$ cat config.mk
export PLATFORM = sky130hd
export DESIGN_NAME = store_write_buffer
export DESIGN_NICKNAME = d
export VERILOG_FILES = /design/src/rtl/store_write_buffer.sv
export SDC_FILE = /design/constraint.sdc
export NUM_CORES = 1
export LEC_CHECK = 0
export CAP_MARGIN = 20
export CORE_MARGIN = 10
export CORE_UTILIZATION = 54
export DETAILED_ROUTE_END_ITERATION = 12
export PLACE_DENSITY_LB_ADDON = 0.3
export SYNTH_ARGS = -nofsm -noshare
export SYNTH_HDL_FRONTEND = slang
export SYNTH_SLANG_ARGS = --single-unit
export TNS_END_PERCENT = 10
$ cat constraint.sdc
create_clock -name clk -period 3.4 [get_ports clk]
set_input_delay 0.34 -clock clk [delete_from_list [all_inputs] [get_ports clk]]
set_output_delay 0.34 -clock clk [all_outputs]
set_load 0.03 [all_outputs]
$ cat src/rtl/store_write_buffer.sv
// store_write_buffer: in-order circular store buffer that drains word-aligned stores to memory
// and flags pending loads that hit any buffered word.
module store_write_buffer #(
    parameter int DEPTH = 4
) (
    input  logic                     clk,
    input  logic                     rst,
    input  logic                     push_valid,
    output logic                     push_ready,
    input  logic [31:0]              push_addr,
    input  logic [31:0]              push_wdata,
    input  logic [3:0]               push_wmask,
    output logic                     mem_valid,
    input  logic                     mem_ready,
    output logic [31:0]              mem_addr,
    output logic [31:0]              mem_wdata,
    output logic [3:0]               mem_wstrb,
    input  logic [31:0]              ld_addr,
    output logic                     ld_hazard,
    output logic                     empty,
    output logic [$clog2(DEPTH):0]   count
);
    localparam int AW = $clog2(DEPTH);
    localparam int CW = AW + 1;
    logic [31:2]   addr_q [DEPTH];
    logic [31:0]   data_q [DEPTH];
    logic [3:0]    mask_q [DEPTH];
    logic [AW-1:0] wr_ptr, rd_ptr;
    logic [CW-1:0] cnt;
    logic          push_acc, pop_do;
    logic          unused_bits;
    assign unused_bits = ^{push_addr[1:0], ld_addr[1:0]};
    assign push_ready = cnt != CW'(DEPTH);
    // Zero-mask stores complete the handshake but are never stored
    assign push_acc   = push_valid && push_ready && (push_wmask != 4'b0000);
    assign mem_valid  = cnt != '0;
    assign pop_do     = mem_valid && mem_ready;
    assign mem_addr   = {addr_q[rd_ptr], 2'b00};
    assign mem_wdata  = data_q[rd_ptr];
    assign mem_wstrb  = mask_q[rd_ptr];
    assign empty      = cnt == '0;
    assign count      = cnt;
    always_ff @(posedge clk) begin
        if (rst) begin
            wr_ptr <= '0;
            rd_ptr <= '0;
            cnt    <= '0;
        end else begin
            if (push_acc) wr_ptr <= wr_ptr + 1'b1;
            if (pop_do) rd_ptr <= rd_ptr + 1'b1;
            cnt <= cnt + CW'(push_acc) - CW'(pop_do);
        end
    end
    always_ff @(posedge clk) begin
        if (push_acc) begin
            addr_q[wr_ptr] <= push_addr[31:2];
            data_q[wr_ptr] <= push_wdata;
            mask_q[wr_ptr] <= push_wmask;
        end
    end
    // An entry is live when its distance from the read pointer is below the occupancy
    always_comb begin
        ld_hazard = 1'b0;
        for (int i = 0; i < DEPTH; i++)
            if ({1'b0, AW'(i) - rd_ptr} < cnt && addr_q[i] == ld_addr[31:2]) ld_hazard = 1'b1;
    end
endmodule

==> results of run 1 <==
## logic make-up (layout without fill, tap and decap cells)
| kind of cell | count (synthesis) | count (layout) | synth area share |
|---|---|---|---|
| AOI/OAI and AO/OA | 12 | 12 | 0.007467 |
| xor gates and xnor gates | 126 | 126 | 0.09685 |
| adders and majority gates | 11 | 11 | 0.01274 |
| buffers and inverters | 30 | 247 | 0.01175 |
| DFF | 273 | 273 | 0.7115 |
| muxes | 67 | 67 | 0.1313 |
| other | 1 | 7 | 0.0003291 |
| and+or+nand+nor | 56 | 56 | 0.02800 |
## synthesized netlist by cell type, drive strengths merged
| library cell | number |
|---|---|
| ha | 10 |
| nand4 | 10 |
| nor4 | 22 |
| inv | 12 |
| edfxtp | 264 |
| nor3 | 2 |
| xnor2 | 30 |
| or4 | 1 |
| nor2b | 1 |
| clkbuf | 5 |
| nand3 | 4 |
| buf | 13 |
| nand2 | 2 |
| fa | 1 |
| and2 | 5 |
| xor2 | 96 |
| conb | 1 |
| nor2 | 8 |
| o41ai | 1 |
| mux4 | 66 |
| or3 | 1 |
| mux2i | 1 |
| a21oi | 7 |
| dfxtp | 9 |
| a2111oi | 4 |
## sequential cells by signal, summed over array words and instances (netlist names), named ones only
register	cells
mask_q	16
rd_ptr	2
count	3
data_q	128
addr_q	120
wr_ptr	2
## worst max-delay path, delay by kind of cell (launching register included)
family | cells | cell delay, ns
buffers and inverters | 3 | 0.43
adder cells (fa/ha/maj) | 1 | 0.34
AND/OR/NAND/NOR | 3 | 0.67
flip-flops | 1 | 0.47
AO/OA/AOI/OAI | 1 | 0.38
## through the flow
stage	area [um2]	power, mW	cells	util	setup slack (ns)
2_1_floorplan	11400	6.370	577	-	0.2615
3_3_place_gp	13600	7.750	1021	0.6510	0.2199
3_5_place_dp	13600	7.821	1021	0.6510	0.1340
4_1_cts	14460	10.72	1069	0.6921	0.03379
5_1_grt	14460	11.03	1070	0.6920	0.06804
6_report	14470	10.61	1074	0.6925	0.2419
## area by class of cell
cell class	count	area share
Multi-Input combinational cell	274	0.2186
Clock buffer	39	0.05121
Antenna cell	5	0.0008650
Sequential cell	273	0.5609
Inverter	12	0.003114
Timing Repair Buffer	187	0.1334
Clock inverter	9	0.008217
Tap cell	275	0.02379
## routing by layer
| metal | track usage | up-vias | wire length, um |
|---|---|---|---|
| met5 | 0 | - | 13 |
| met4 | 0.04791 | 2 | 408 |
| met3 | 0.05825 | 32 | 2688 |
| met2 | 0.3098 | 269 | 12990 |
| met1 | 0.2470 | 3099 | 10030 |
| li1 | - | 2703 | - |
## worst paths after layout
kind	from	endpoint	slack (ns)	cells past startpoint
worst max-delay path	count[1]	ld_hazard	0.24	8
worst min-delay path	push_wdata[3]	data_q[1][3]	0.45	1
worst max register to register	count[2]	count[2]	0.97	10
worst min register to register	wr_ptr[1]	wr_ptr[1]	0.59	2
## layout by cell type, fill, tap and decap left out, drive strengths merged
master	n
nor4	22
edfxtp	264
mux2i	1
clkdlybuf4s50	171
o41ai	1
clkbuf	40
nand2	2
a21oi	7
nor2	8
ha	10
a2111oi	4
xor2	96
diode	5
mux4	66
or4	1
nand4	10
nand3	4
nor3	2
clkinv	6
nor2b	1
bufinv	3
fa	1
and2	5
xnor2	30
buf	15
conb	2
inv	12
or3	1
dfxtp	9
## power breakdown
group | internal, mW | total (mW) | switching (mW)
Sequential | 4.09 | 4.31 | 0.225
Combinational | 1.55 | 3.40 | 1.85
Clock | 1.73 | 2.89 | 1.16
## timing repair
item,in CTS,in global routing
endpoints found under the setup margin,1,1
resized for setup,1,2
hold endpoints to repair,0,0
setup buffers,0,0
hold buffers,0,0
==> flow_summary.toml, run 1 <==
[setup_path]
cp_slowest_cell = "dfxtp_1"
path_cells = "inv_1 -> ha_1 -> inv_1 -> a2111oi_0 -> nand4_1 -> nor4_1 -> or4_1 -> clkbuf_2"
slowest_delay_ns = 0.47
cp-end-kind = "primary output"
cpMostUsedCell = "inv_1"
cp-start-kind = "register"
crit_type = "register to primary output"
crit_arrival_ns = 2.82
crit_required_ns = 3.06
cp_max_fo = 6

[clock_network]
cts_tree = "built"
clk_latency_ns = 0.52
root_buffer = "clkbuf_16"
numCtsBuffers = 27
clock_sinks = 273
path_clk_slew_ns = 0.06
clock_path_buffers = 3
cts-htree-levels = 1

[outcome]
status = "finished clean"

[job]
cap_violations = 0

[timing]
clock_skew_ns = 0.01168
hold_violations = 0
relSlewSlack = 0.5716
hold_slack_ns = 0.4456
timing.final.crit_share = 0.9289
fmax_mhz = 316.6
period_needed_ns = 3.158
setup_tns_ns = 0
rsz0062_at_grt = "false"
final-setup-viol-count = 0
tightest_slew_ns = 0.6426
final_max_slew_viol_count = 0

[route]
totalWireLength_um = 26140
antenna_left = 0
wire_per_inst_um = 24.34
vias_per_cell = 5.684
drcViolationCount = 0
num_vias = 6105
drt-pass1-iter-count = 5
drtIter0Drc = 425

[floorplanning]
ioPinCount = 179
fp.dieW_um = 165.3
die_area_um2 = 27310
start_util = 0.5455
coreArea_um2 = 20890
die_h_um = 165.3
std_cell_rows = 53

[global_routing]
grt_max_degree = 67
grt_pass1_vias = 6585
overflow = 0
grt_pass1_wl_um = 39190
track_usage = 0.1907
grt_antenna_before_repair = 5

[layout]
fin_nets = 890
syn_to_final_growth_pct = 26.95
multi_input_area_um2 = 3162
fill_cells = 1351
final_layout_size_suffix_gt1_frac = 0.1587
regArea_um2 = 8113

[yosys]
synthTopCellsByArea = "edfxtp_1 70%, mux4_2 13%, xor2_1 7.4%"
yosys.area.top_type = "edfxtp_1"
ys_seq_area_frac = 0.7115
yosys_warnings = 0
synth_seq_cells = 273
syn_avg_cell_area_um2 = 19.78
yosys.area.top_type_share = 0.6957
postSynthCellCount = 576
netlist_area_um2 = 11390
synth_cell_type_count = 29

[pwr]
p_per_area_nw_per_um2 = 733.4
leakagePower_nw = 4.716
ir_drop_mv = 0.5117

[placed_design]
hpwlAfterDp_um = 18190
io_buffer_count = 172
gp_congestion = 0.9252

[min_path]
min_path_type = "input port to register"
Note: power is estimated with default switching activity, not from simulation.
==> run 2: changes to the inputs <==
--- a/config.mk
+++ b/config.mk
@@ -7,9 +7,10 @@
 export LEC_CHECK = 0
 export CAP_MARGIN = 20
 export CORE_MARGIN = 10
-export CORE_UTILIZATION = 54
+export CORE_UTILIZATION = 50
 export DETAILED_ROUTE_END_ITERATION = 12
 export PLACE_DENSITY_LB_ADDON = 0.3
+export REMOVE_ABC_BUFFERS = 1
 export SYNTH_ARGS = -nofsm -noshare
 export SYNTH_HDL_FRONTEND = slang
 export SYNTH_SLANG_ARGS = --single-unit
==> constraint.sdc (replaced) <==
create_clock -name clk -period 3.4 [get_ports clk]
set_input_delay 0.34 -clock clk [delete_from_list [all_inputs] [get_ports clk]]
set_output_delay 0.34 -clock clk [all_outputs]
set_load 0.005 [all_outputs]
==> run 2 against run 1 <==
  * Non-clock buffer count fell by 5
  * Sequential power barely moved
  * Global-route usage fell by 0.97 points
  * Critical path depth did not move
  * Utilization fell by 4.9 points
  * Sequential share of layout area fell by 0.071 points
  * Combinational power fell by 23%
  * Sequential cell count did not move
  * First-iteration DRC count rose by 4.9%
  * Largest power group unchanged
==> flow_summary.toml, run 2 (synthesized netlist as in run 1, its figures left out) <==
[outcome]
status = "finished clean"

[timing]
fmax_mhz = 313.7
setup_tns_ns = 0
timing.final.crit_share = 0.9376
period_needed_ns = 3.188
clock_skew_ns = 0.006832
hold_violations = 0
tightest_slew_ns = 0.6293
final-setup-viol-count = 0
final_max_slew_viol_count = 0
relSlewSlack = 0.5805
rsz0062_at_grt = "false"

[layout]
largest-register = "data_q"
layout_commonest_cell = "edfxtp_1"
final_layout_size_suffix_gt1_frac = 0.1591
layout_common_cells = "264 x edfxtp_1, 172 x clkdlybuf4s50_1, 96 x xor2_1"
fin_nets = 886
largest_reg_flops = 128
top_regs = "data_q x128, addr_q x120, mask_q x16"
fill_cells = 1529
syn_to_final_growth_pct = 27.17

[route]
drt-pass1-iter-count = 5
antenna_left = 0
drtIter0Drc = 446
wire_per_inst_um = 24.76
totalWireLength_um = 26740
drcViolationCount = 0
vias_per_cell = 5.583
num_vias = 6030

[min_path]
min_path_type = "input port to register"
min_to = "data_q[1][10]"
holdCritStartpoint = "push_wdata[10]"
whs_path_depth = 1

[floorplanning]
ioPinCount = 179
std_cell_rows = 55
fp.dieW_um = 171.0
coreArea_um2 = 22500
start_util = 0.5064
die_h_um = 171.0
die_area_um2 = 29230

[clock_network]
clock_path_buffers = 3
root_buffer = "clkbuf_16"
clock_sinks = 273
numCtsBuffers = 28
cts_tree = "built"
holdBufCountCts = 0
cts-htree-levels = 1
path_clk_slew_ns = 0.06
clk_latency_ns = 0.53

[setup_path]
crit_arrival_ns = 2.85
crit_required_ns = 3.06
cp_max_fo = 6
timing.rr.end = "count[2]"
reg2reg_depth = 11
cp-end-kind = "primary output"
reg2reg_from = "count[0]"
crit_type = "register to primary output"
cp-start-kind = "register"
r2r_setup_slack_ns = 0.82

[pwr]
leakagePower_nw = 4.706
p_int_mw = 7.324
clockPowerShare = 0.298
p_per_area_nw_per_um2 = 683.3
p_comb_frac = 0.264
power_frac_seq = 0.438
switching_power_mw = 2.577
ir_drop_mv = 0.4052
p_total_mw = 9.901
p_sw_frac = 0.2603

[placed_design]
hpwlAfterDp_um = 18470
io_buffer_count = 172
gp_congestion = 0.8567

[global_routing]
grt_pass1_wl_um = 39910
grt_max_degree = 67
overflow = 0
grt_pass1_vias = 6628
grt_antenna_before_repair = 6
track_usage = 0.1811

[job]
cap_violations = 0
[run 2: per-layer routing]
metal | vias to the layer above | part of all wire | global-route usage
li1 | 2692 | - | -
met1 | 3056 | 0.41 | 0.2339
met2 | 232 | 0.48 | 0.2923
met3 | 46 | 0.092 | 0.05668
met4 | 4 | 0.021 | 0.04537
met5 | - | 0.00082 | 0
[run 2: layout make-up]
class / count / area, um2 / area share
Tap cell: 285 / 356.6 / 0.02461
Clock inverter: 18 / 146.4 / 0.01010
Clock buffer: 33 / 740.7 / 0.05112
Antenna cell: 3 / 7.507 / 0.0005181
Timing Repair Buffer: 182 / 1909 / 0.1318
Inverter: 12 / 45.04 / 0.003109
Sequential cell: 273 / 8117 / 0.5601
Multi-Input combinational cell: 274 / 3168 / 0.2186
[run 2: how the worst max path moves through the flow]
stage / start / endpoint / slack [ns] / depth (start not counted)
2_1_floorplan: register / mem_addr[10] / -0.41 / 1
3_3_place_gp: ld_addr[11] / ld_hazard / 0.35 / 7
3_5_place_dp: push_wmask[1] / count[2] / 0.29 / 12
4_1_cts: count[1] / ld_hazard / 0.08 / 8
5_1_grt: count[1] / ld_hazard / 0.01 / 7
6_report: count[1] / ld_hazard / 0.21 / 8
[run 2: through the flow]
stage	cells	setup slack, ns	utilization	hold slack (ns)	area [um2]
after detailed placement	1026	0.2855	0.6041	0.5473	13590
after global routing	1077	0.01036	0.6436	0.4215	14480
after floorplan	559	-0.4066	-	0.4067	11310
after global placement	1026	0.3461	0.6041	0.5306	13590
after CTS	1077	0.08141	0.6435	0.4169	14480
final	1080	0.2123	0.6439	0.4350	14490
[run 2: critical path: stages (launching register included)]
cell and delay (ns):
dfxtp_2 0.41, inv_1 0.12, ha_1 0.31, inv_1 0.04
a2111oi_1 0.34, nand4_1 0.16, nor4_1 0.22, or4_1 0.19
clkdlybuf4s50_1 0.52
[run 2: power by group through the flow]
stage               registers [mW]  clock network (mW)  logic [mW]
detailed placement            4.42                   0        2.65
CTS                           4.35                2.99        2.68
global route                  4.38                3.15        2.81
global placement              4.38                   0        2.63
finish                        4.34                2.95        2.62
floorplan                     4.46                   0        1.17
[run 2: timing repair]
action	in CTS	in global routing
setup endpoints to repair	0	1
gates resized for setup	0	2
endpoints found under the hold margin	0	0
setup buffers	0	0
==> run 3: changes to the inputs <==
--- a/config.mk
+++ b/config.mk
@@ -11,6 +11,7 @@
 export DETAILED_ROUTE_END_ITERATION = 12
 export PLACE_DENSITY_LB_ADDON = 0.3
 export REMOVE_ABC_BUFFERS = 1
+export SKIP_LAST_GASP = 1
 export SYNTH_ARGS = -nofsm -noshare
 export SYNTH_HDL_FRONTEND = slang
 export SYNTH_SLANG_ARGS = --single-unit
==> results of run 3 <==
Final layout, timing and power as in run 2 (identical DEF).
